`src/rtl/reset_sequencer.sv`:
```
// Reset sequencer for a two-domain system clocked from a PLL.
// Holds the video and CPU domains in reset until the PLL has been locked
// long enough. It then releases video first and the CPU a fixed delay
// later. It can pulse the CPU domain alone on request, and it drops back
// to full reset whenever lock is lost.

module reset_sequencer #(
  parameter int unsigned LOCK_CYCLES = 1024,
  parameter int unsigned CPU_DELAY   = 256,
  parameter int unsigned SOFT_CYCLES = 16
) (
  input  logic clk,
  input  logic reset_n,
  input  logic locked,
  input  logic soft_req,
  output logic video_reset,
  output logic cpu_reset,
  output logic ready
);

  localparam logic [1:0] WAIT_LOCK = 2'd0;
  localparam logic [1:0] VIDEO_UP  = 2'd1;
  localparam logic [1:0] RUN       = 2'd2;
  localparam logic [1:0] SOFT      = 2'd3;

  localparam logic [15:0] LOCK_LAST = 16'(LOCK_CYCLES - 1);
  localparam logic [15:0] CPU_LAST  = 16'(CPU_DELAY - 1);
  localparam logic [15:0] SOFT_LAST = 16'(SOFT_CYCLES - 1);

  logic        locked_meta_q, locked_meta_d;
  logic        locked_s_q, locked_s_d;
  logic [1:0]  state_q, state_d;
  logic [15:0] cnt_q, cnt_d;
  logic        video_reset_q, video_reset_d;
  logic        cpu_reset_q, cpu_reset_d;
  logic        ready_q, ready_d;

  // Two-flop synchronizer for the asynchronous PLL lock flag
  always_comb begin
    locked_meta_d = locked;
    locked_s_d    = locked_meta_q;
  end

  // Sequencing FSM: lock loss beats soft requests and counter terminals
  always_comb begin
    state_d = state_q;
    cnt_d   = cnt_q;
    case (state_q)
      WAIT_LOCK: begin
        if (!locked_s_q) begin
          cnt_d = 16'd0;
        end else if (cnt_q == LOCK_LAST) begin
          state_d = VIDEO_UP;
          cnt_d   = 16'd0;
        end else begin
          cnt_d = cnt_q + 16'd1;
        end
      end
      VIDEO_UP: begin
        if (!locked_s_q) begin
          state_d = WAIT_LOCK;
          cnt_d   = 16'd0;
        end else if (cnt_q == CPU_LAST) begin
          state_d = RUN;
          cnt_d   = 16'd0;
        end else begin
          cnt_d = cnt_q + 16'd1;
        end
      end
      RUN: begin
        if (!locked_s_q) begin
          state_d = WAIT_LOCK;
          cnt_d   = 16'd0;
        end else if (soft_req) begin
          state_d = SOFT;
          cnt_d   = 16'd0;
        end
      end
      SOFT: begin
        if (!locked_s_q) begin
          state_d = WAIT_LOCK;
          cnt_d   = 16'd0;
        end else if (soft_req) begin
          cnt_d = 16'd0;
        end else if (cnt_q == SOFT_LAST) begin
          state_d = RUN;
          cnt_d   = 16'd0;
        end else begin
          cnt_d = cnt_q + 16'd1;
        end
      end
      default: begin
        state_d = WAIT_LOCK;
        cnt_d   = 16'd0;
      end
    endcase
  end

  // Resets assert on the edge that enters a reset state. Leaving WAIT_LOCK
  // or VIDEO_UP releases one edge later, so video falls LOCK_CYCLES+2 edges
  // after lock is first sampled and the CPU follows CPU_DELAY edges behind.
  // Because the CPU release can never come earlier than the video release,
  // the ordering between the two domains is preserved.
  always_comb begin
    video_reset_d = (state_d == WAIT_LOCK) || (state_q == WAIT_LOCK);
    cpu_reset_d   = (state_d != RUN) || (state_q == VIDEO_UP);
    ready_d       = !video_reset_d && !cpu_reset_d;
  end

  // State and output registers, all forced to the reset values asynchronously
  always_ff @(posedge clk or negedge reset_n) begin
    if (!reset_n) begin
      locked_meta_q <= 1'b0;
      locked_s_q    <= 1'b0;
      state_q       <= WAIT_LOCK;
      cnt_q         <= 16'd0;
      video_reset_q <= 1'b1;
      cpu_reset_q   <= 1'b1;
      ready_q       <= 1'b0;
    end else begin
      locked_meta_q <= locked_meta_d;
      locked_s_q    <= locked_s_d;
      state_q       <= state_d;
      cnt_q         <= cnt_d;
      video_reset_q <= video_reset_d;
      cpu_reset_q   <= cpu_reset_d;
      ready_q       <= ready_d;
    end
  end

  assign video_reset = video_reset_q;
  assign cpu_reset   = cpu_reset_q;
  assign ready       = ready_q;

endmodule
```
`config.mk`:
```
export PLATFORM = sky130hd
export DESIGN_NAME = reset_sequencer
export DESIGN_NICKNAME = d
export VERILOG_FILES = /design/src/rtl/reset_sequencer.sv
export SDC_FILE = /design/constraint.sdc
export NUM_CORES = 1
export LEC_CHECK = 0
export ABC_AREA = 1
export CAP_MARGIN = 20
export CORE_MARGIN = 3
export CORE_UTILIZATION = 40
export DETAILED_ROUTE_END_ITERATION = 10
export SETUP_SLACK_MARGIN = 0.02
export SLEW_MARGIN = 20
export SYNTH_ARGS = -nofsm -noshare
export SYNTH_HDL_FRONTEND = slang
export SYNTH_SLANG_ARGS = --single-unit
```
`constraint.sdc`:
```
create_clock -name clk -period 1.4 [get_ports clk]
set_clock_uncertainty 0.1 [all_clocks]
set_input_delay 0.14 -clock clk [delete_from_list [all_inputs] [get_ports clk]]
set_output_delay 0.14 -clock clk [all_outputs]
set_load 0.02 [all_outputs]
```
# Word-level counts from Yosys, hierarchy flattened

Index checks and enable logic that the tools add are counted.

Register bits after elaboration: 23
Input port bits: 4
Output and inout bits: 3
Logic and storage cells: 43

Add/subtract/negate cells: 1
Equality and inequality tests: 8
Multiplexer cells: 20
Reductions and logical operators: 7

Operators by type and width:

| operator                | number |
|---|---|
| $mux W16                | 9 |
| $pmux W16 S4            | 1 |
| $mux W2                 | 9 |
| $add A16 B1 Y16 const B | 1 |
| $eq A16 B10 Y1 const B  | 1 |
| $eq A16 B4 Y1 const B   | 1 |
| $eq A16 B8 Y1 const B   | 1 |
| $pmux W2 S4             | 1 |
| $eq A2 B2 Y1 const B    | 2 |
| $logic_not A2 Y1        | 2 |
| $ne A3 B3 Y1 const B    | 1 |
| $eq A2 B1 Y1 const B    | 1 |
| $logic_not A1 Y1        | 2 |
| $logic_or A1 B1 Y1      | 2 |
| $ne A2 B2 Y1 const B    | 1 |
| $logic_and A1 B1 Y1     | 1 |

# Logic depth before layout (Yosys ltp)

Gate-level depths: netlist (run 1).

Depth after elaboration: 9
Mapped depth: 10
Depth with buffers taken out: 9

# Worst setup path after synthesis (run 1)

No wires, ideal clock.

Path type: register to register
Start: reg cnt_q[0]
End: reg cnt_q[7]
Library setup time: 0.122 ns
Arrival: 1.346 ns
Data required time: 1.178 ns
Path slack: -0.169 ns
Cell stages (with the launch flop): 10
Path buffers: 1
Period minus slack after synthesis: 1.569 ns
Cell sequence: dfrtp_1 ha_1 nand3_1 nor2_4 nand2_2 nand2_2 nand3_2 nor2_4 buf_8 nor2_2

Longest elaborated chain between the ends: 5
Elaborated cells between the ends (all ways): 12
Classes of those cells: add/sub: 1; eq/ne: 3; mux: 8

RTL lines:

| item                                             | line | source |
|---|---|---|
| from (decl)                                      | 33   | `logic [15:0] cnt_q, cnt_d;` |
| from (signal assigned)                           | 124  | `cnt_q <= cnt_d;` |
| $add A16 B1 Y16 or $eq A16 B4 Y1 (tied branches) | --   |  |
| $mux W16                                         | 85   | `end else if (cnt_q == SOFT_LAST) begin` |
| $mux W16                                         | 83   | `end else if (soft_req) begin` |
| $mux W16                                         | 80   | `if (!locked_s_q) begin` |
| $pmux W16 S4 (*)                                 | 48   | `case (state_q)` |

Every way passes the cells marked *; elsewhere a longest branch is shown, timed or not.
A chain may end at the register's enable or synchronous reset.

# Final worst setup path (run 1)

Start: reg cnt_q[0]
End: reg cnt_q[5]

Same word-level chain as after synthesis.

==> flow_summary.ini, run 1 <==
[run_status]
outcome = finished, violations left
violations = negative setup slack

[cts]
root_buffer = clkbuf_4
insertion_delay_ns = 0.30
cts_tree = done
clock_path_buffers = 2
postCtsHoldBufs = 0
h-tree-depth = 1
numCtsBuffers = 3
clkTransAtPathRegs_ns = 0.12
cts_sinks = 23

[timing]
min_period_ns = 1.607
layout_setup_ws_ns = -0.2066
slew_headroom = 0.7988
tightest_slew_ns = 0.2995
finalSetupViolations = 19
final_max_slew_viol_count = 0
rsz0062_at_grt = true
hold_viol_final = 0
fmaxAchievable_ghz = 0.6224
tns_ns = -3.054
finalCritPeriodShare = 1.148

[placed_design]
dp.cells = 243
port-buffer-count = 6
place_congestion = 0.8393
dp_hpwl_mm = 2.031

[critical_path]
crit_type = flop to flop
critPathLaunchType = flop
r2r_cells = 9
path_cells = ha_4 > nand3_4 > nor2_4 > nand2_1 > nand2_1 > nand3_2 > nor2_4 > clkbuf_16 > nor2_2
cp_max_fo = 7
r2r_slack_ns = -0.21
crit_arrival_ns = 1.71
reg2reg_from = cnt_q[0]
end_kind = flop
slowest_stage = dfrtp_1
slowest_delay_ns = 0.44
required_ns = 1.51
r2r-end = cnt_q[5]
startpoint = cnt_q[0]

[drt]
wl_per_cell_um = 10.66
finalWirelength_mm = 2.654
vias = 1117
vias_per_cell = 4.486
route.detailed.drc = 0
ant_nets = 0
drt_iter0_markers = 34
firstDrtPassIters = 4

[global_routing]
antenna_found_initial = 0
track_usage = 0.1526
grt-ovfl-total = 0
first_global_vias = 1067
grt_pass1_wl_mm = 4.340
grt_max_degree = 24

[floorplan]
core_area_mm2 = 0.002877
initial_utilization = 0.4376
die_h_um = 62.10
die_area_mm2 = 0.003856
row_count = 19
die_x_um = 62.10
io_pins = 7

[final_layout]
antenna-diode-count = 0
final_nets = 213
ff_latch_area_um2 = 578.1
fillers = 264
multi_input_area_um2 = 684.4
syn_to_final_growth_pct = 40.95
fin_cells = 249
layout-drive-gt1-share = 0.3961

[logic_synthesis]
syn_nets = 167
synth_seq_cells = 23
ys_dominant_reg_cell = dfrtp_1
netlist_top_cells_area = dfrtp_1 42%, nand2_1 13%, nor2_1 7.5%
yosys_warnings = 0
synth_cell_types = 22
yosysMostFrequentCell = nand2_1
synth_edf_count = 0
synth_top_cell_area_share = 0.4175
yosys.area.top_type = dfrtp_1
synth_cells = 162
synth_commonest_cells = 43 x nand2_1, 25 x nor2_1, 21 x dfrtp_1, 16 x inv_1, 12 x nor2_2
syn_area_mm2 = 0.001259
avgSynthCellArea_um2 = 7.770
synthArstFlopShare = 1.000
yosysSeqAreaShare = 0.4592

[hold_path]
hold_path.class = input pin to asynchronous set/reset pin

[run]
drv_cap = 0

[power_and_ir_drop]
pwr_density_cell_mw_per_mm2 = 726.8
power.leakage_nw = 0.8607
irDropWorstVdd_mv = 0.5514
what timing repair did:
action,CTS,global route
cloned,0,1
endpoints found under the setup margin,22,21
pin swaps,0,8
gates resized for setup,8,20
setup buffers,0,1
worst max path at each step:
stage | end | slack, ns | cells after the start
after floorplan | cnt_q[7] | -0.14 | 9
after global placement | cnt_q[14] | -0.29 | 9
after detailed placement | cnt_q[14] | -0.32 | 9
after CTS | cnt_q[11] | -0.23 | 9
after global routing | cnt_q[2] | -0.31 | 9
final | cnt_q[5] | -0.21 | 9
registers in the layout, indices dropped and copies added, names as in the netlist:
register / count
state_q: 2
locked_s_q: 1
video_reset: 1
cnt_q: 16
ready: 1
cpu_reset: 1
locked_meta_q: 1
per-layer routing:
metal | up-vias | routed length (um) | global-route usage
met5 | - | 0 | 0
met4 | 0 | 9 | 0.03636
met3 | 2 | 79 | 0.04339
met2 | 13 | 1304 | 0.2678
met1 | 516 | 1260 | 0.1832
li1 | 586 | - | -
stage by stage:
step | setup WS, ns | power [mW] | hold WS [ns] | util | cell area [um2]
6_report | -0.2066 | 1.289 | 0.07095 | 0.6168 | 1774
5_1_grt | -0.3130 | 1.365 | 0.05760 | 0.6168 | 1774
4_1_cts | -0.2326 | 1.255 | 0.06296 | 0.5842 | 1680
3_5_place_dp | -0.3183 | 0.9517 | 0.2465 | 0.5724 | 1647
3_3_place_gp | -0.2935 | 0.9410 | 0.2435 | 0.5724 | 1647
2_1_floorplan | -0.1350 | 0.8502 | -0.2556 | - | 1269
critical path: cells and delay by family (launching register included):
family	cells	cell delay [ns]
AND/OR/NAND/NOR	7	0.61
flip-flops	1	0.44
adder cells (fa/ha/maj)	1	0.18
buffers and inverters	1	0.18
logic make-up (layout without fill, tap and decap cells):
| family | after synthesis | in the layout | synth area share |
|---|---|---|---|
| flops | 23 | 23 | 0.4592 |
| buf+inv | 20 | 65 | 0.06859 |
| fa+ha+maj | 1 | 1 | 0.009939 |
| xor+xnor | 6 | 6 | 0.04175 |
| simple gates | 108 | 108 | 0.4016 |
| compound gates | 4 | 4 | 0.01889 |
layout by cell type, fill, tap and decap left out, types with 2 or more instances in the layout:
cell             netlist  final
buf_12                 0      2
buf_4                  0     33
clkbuf_4               0      3
clkdlybuf4s50_1        0      3
dfrtp_1               21     21
dfstp_2                2      2
inv_1                 16     16
inv_2                  3      3
nand2_1               43     41
nand2_2                4      6
nand3_1               11     10
nand4_1                4      4
nor2_1                25     16
nor2_2                12     16
nor2_4                 2      7
nor3_1                 4      3
xnor2_1                2      2
xor2_1                 4      3
cell type report:
cell class	count	share of cell area
Clock buffer	4	0.01481
Inverter	19	0.04020
Multi-Input combinational cell	119	0.3858
Sequential cell	23	0.3258
Tap cell	42	0.02962
Timing Repair Buffer	42	0.2038
where the power goes:
group	internal, mW	switching (mW)
logic	0.122	0.113
clock network	0.111	0.190
registers	0.703	0.0504
Power figures use the tool's default switching activity.
==> inputs of run 2 (changes only) <==
- ABC_AREA: 1 -> default
- clock period: 1.4 -> 1.6 ns (I/O delays scaled with it)
==> flow_summary.ini, run 2 <==
[timing]
tns_ns = -8.807
slew_headroom = 0.7848
rsz0062_at_grt = true
fmaxAchievable_ghz = 0.4697
finalSetupViolations = 20
final_max_slew_viol_count = 0
min_period_ns = 2.129
finalCritPeriodShare = 1.331
tightest_slew_ns = 0.3224
hold_viol_final = 0
layout_setup_ws_ns = -0.5288

[logic_synthesis]
synthXorXnorAreaFrac = 0.03579
synth_seq_cells = 23
yosys_warnings = 0
yosys.area.top_type = dfrtp_1
avgSynthCellArea_um2 = 9.712
synthMuxAreaShare = 0.008180
synth_cells = 126
yosysSeqAreaShare = 0.4724
yosysMostFrequentCell = dfrtp_1
synth_cell_types = 39
synth_top_cell_area_share = 0.4294
ys_dominant_reg_cell = dfrtp_1
synthArstFlopShare = 1.000
synth_compound_gate_area_share = 0.1166
synthAdderAreaFrac = 0.01022
syn_nets = 131
synth_edf_count = 0
synth_commonest_cells = 21 x dfrtp_1, 14 x nor2_1, 10 x nand2_1, 10 x o21ai_0, 9 x nor3_1
syn_area_mm2 = 0.001224
synth_top_family_by_area = simple AND/OR/NAND/NOR gates
yosys.area_share.simple = 0.3231
netlist_top_cells_area = dfrtp_1 43%, dfstp_2 4.3%, nor2_1 4.3%

[critical_path]
slowest_delay_ns = 0.60
crit_type = flop to flop
crit_arrival_ns = 2.24
path_cells = or4_4 > nor4_4 > nor2_2 > nor3_4 > buf_12 > o32ai_1
cpLargestDelayFamily = simple AND/OR/NAND/NOR gates
cp_max_fo = 11
critPathLaunchType = flop
required_ns = 1.71
slowest_stage = or4_4
cp_num_buf_inv = 1
end_kind = flop

[run_status]
outcome = finished, violations left
violations = negative setup slack

[final_layout]
fin_cells = 209
final_cell_mix = 42 x buf_4, 21 x dfrtp_1, 13 x nor2_1, 10 x nand2_1, 9 x o21ai_0
final_util = 0.6121
regMostFlops = cnt_q
final_common_cell = buf_4
largest_register_ffs = 16
top_regs = cnt_q: 16 flops, state_q: 2 flops
final_nets = 184
antenna-diode-count = 0
layout-drive-gt1-share = 0.3820
syn_to_final_growth_pct = 41.51

[placed_design]
dp.cells = 200
dp_hpwl_mm = 2.182
pre_cts_ws_ns = -0.4899
place_congestion = 0.8271
port-buffer-count = 6

[cts]
root_buffer = clkbuf_4
cts_sinks = 23
numCtsBuffers = 3
clock_path_buffers = 2
h-tree-depth = 1
clkTransAtPathRegs_ns = 0.14
insertion_delay_ns = 0.31
cts_tree = done

[global_routing]
first_global_vias = 1076
track_usage = 0.1779
grt-ovfl-total = 0
grt_pass1_wl_mm = 4.857
antenna_found_initial = 0
grt_max_degree = 24

[drt]
firstDrtPassIters = 4
wl_per_cell_um = 14.06
vias = 1112
finalWirelength_mm = 2.939
drt_iter0_markers = 27
vias_per_cell = 5.321
route.detailed.drc = 0
ant_nets = 0

[power_and_ir_drop]
swShare = 0.2702
combinationalPowerShare = 0.171
pwr-share-seq = 0.573
clock_power_share = 0.257
power.leakage_nw = 0.7532
p_sw_uw = 298.8
totalPowerFinal_mw = 1.106
p_int_uw = 807.1
pwr_density_cell_mw_per_mm2 = 638.6
irDropWorstVdd_mv = 0.4052

[floorplan]
initial_utilization = 0.4326
io_pins = 7
core_area_mm2 = 0.002829
row_count = 19
die_x_um = 61.31
die_area_mm2 = 0.003759
die_h_um = 61.31

[run]
drv_cap = 0

[hold_path]
hold_path.class = input pin to asynchronous set/reset pin
-- run 2: cell count changes after synthesis, moves of 3 or more --
cell,delta
nor2_1,-11
a21oi_1,+3
inv_1,-12
nand3_1,-3
nand2_1,-33
inv_2,-3
nor3_1,+5
nand2_2,-4
nor2_2,-12
o21ai_0,+8
-- run 2: final cells by class --
| cell class | instances | area, um2 |
|---|---|---|
| Clock buffer | 3 | 22.52 |
| Clock inverter | 1 | 7.507 |
| Fill cell | 241 | 1097 |
| Inverter | 4 | 15.01 |
| Multi-Input combinational cell | 96 | 654.4 |
| Sequential cell | 23 | 578.1 |
| Tap cell | 31 | 38.79 |
| Timing Repair Buffer | 51 | 415.4 |
-- run 2: path summary, 6_finish.rpt --
kind	startpoint	end	slack (ns)	cells after the start
min	reset_n	ready	0.07	2
max	cnt_q[10]	cnt_q[2]	-0.53	6
max reg2reg	cnt_q[10]	cnt_q[2]	-0.53	6
max in group asynchronous	reset_n	video_reset	1.05	2
min in group clk	locked	locked_meta_q	0.16	1
min reg2reg	locked_meta_q	locked_s_q	0.26	0
-- run 2: power groups by stage --
stage          combinational (mW)  sequential [mW]  clock, mW
6_report                    0.189            0.633      0.284
5_1_grt                     0.208            0.637      0.309
4_1_cts                     0.179            0.635      0.295
3_5_place_dp                0.170            0.646          0
3_3_place_gp                0.164            0.643          0
2_1_floorplan              0.0597            0.657          0
-- run 2: logic make-up after synthesis --
family / count (synthesis)
adder cells (fa/ha/maj): 1
buffers and inverters: 7
flip-flops: 23
AO/OA/AOI/OAI: 23
AND/OR/NAND/NOR: 66
multiplexers: 1
XOR/XNOR: 5
-- run 2: per-stage QoR --
stage          hold slack [ns]  instance area, um2
2_1_floorplan          -0.2356                1249
3_3_place_gp            0.2327                1634
4_1_cts                0.07173                1693
5_1_grt                0.09217                1732
6_report               0.07278                1732
3_5_place_dp            0.2347                1634
-- run 2: repair_timing --
| item | in CTS | in global routing |
|---|---|---|
| buffers inserted | 2 | 3 |
| pin swaps | 2 | 3 |
| gates resized for setup | 6 | 4 |
| cloned | 0 | 0 |
| endpoints found under the setup margin | 22 | 20 |
| hold buffers | 0 | 0 |
-- run 2: metal layers --
metal / part of all wire / track usage
met1: 0.46 / 0.2368
met2: 0.50 / 0.2961
met3: 0.033 / 0.01887
met4: 0.0058 / 0.07121
met5: 0 / 0
==> inputs of run 3 (changes only) <==
- CTS_CLUSTER_DIAMETER: default -> 30
==> results of run 3 <==
Same layout as run 2: the final DEF is identical, and so are final timing and power.
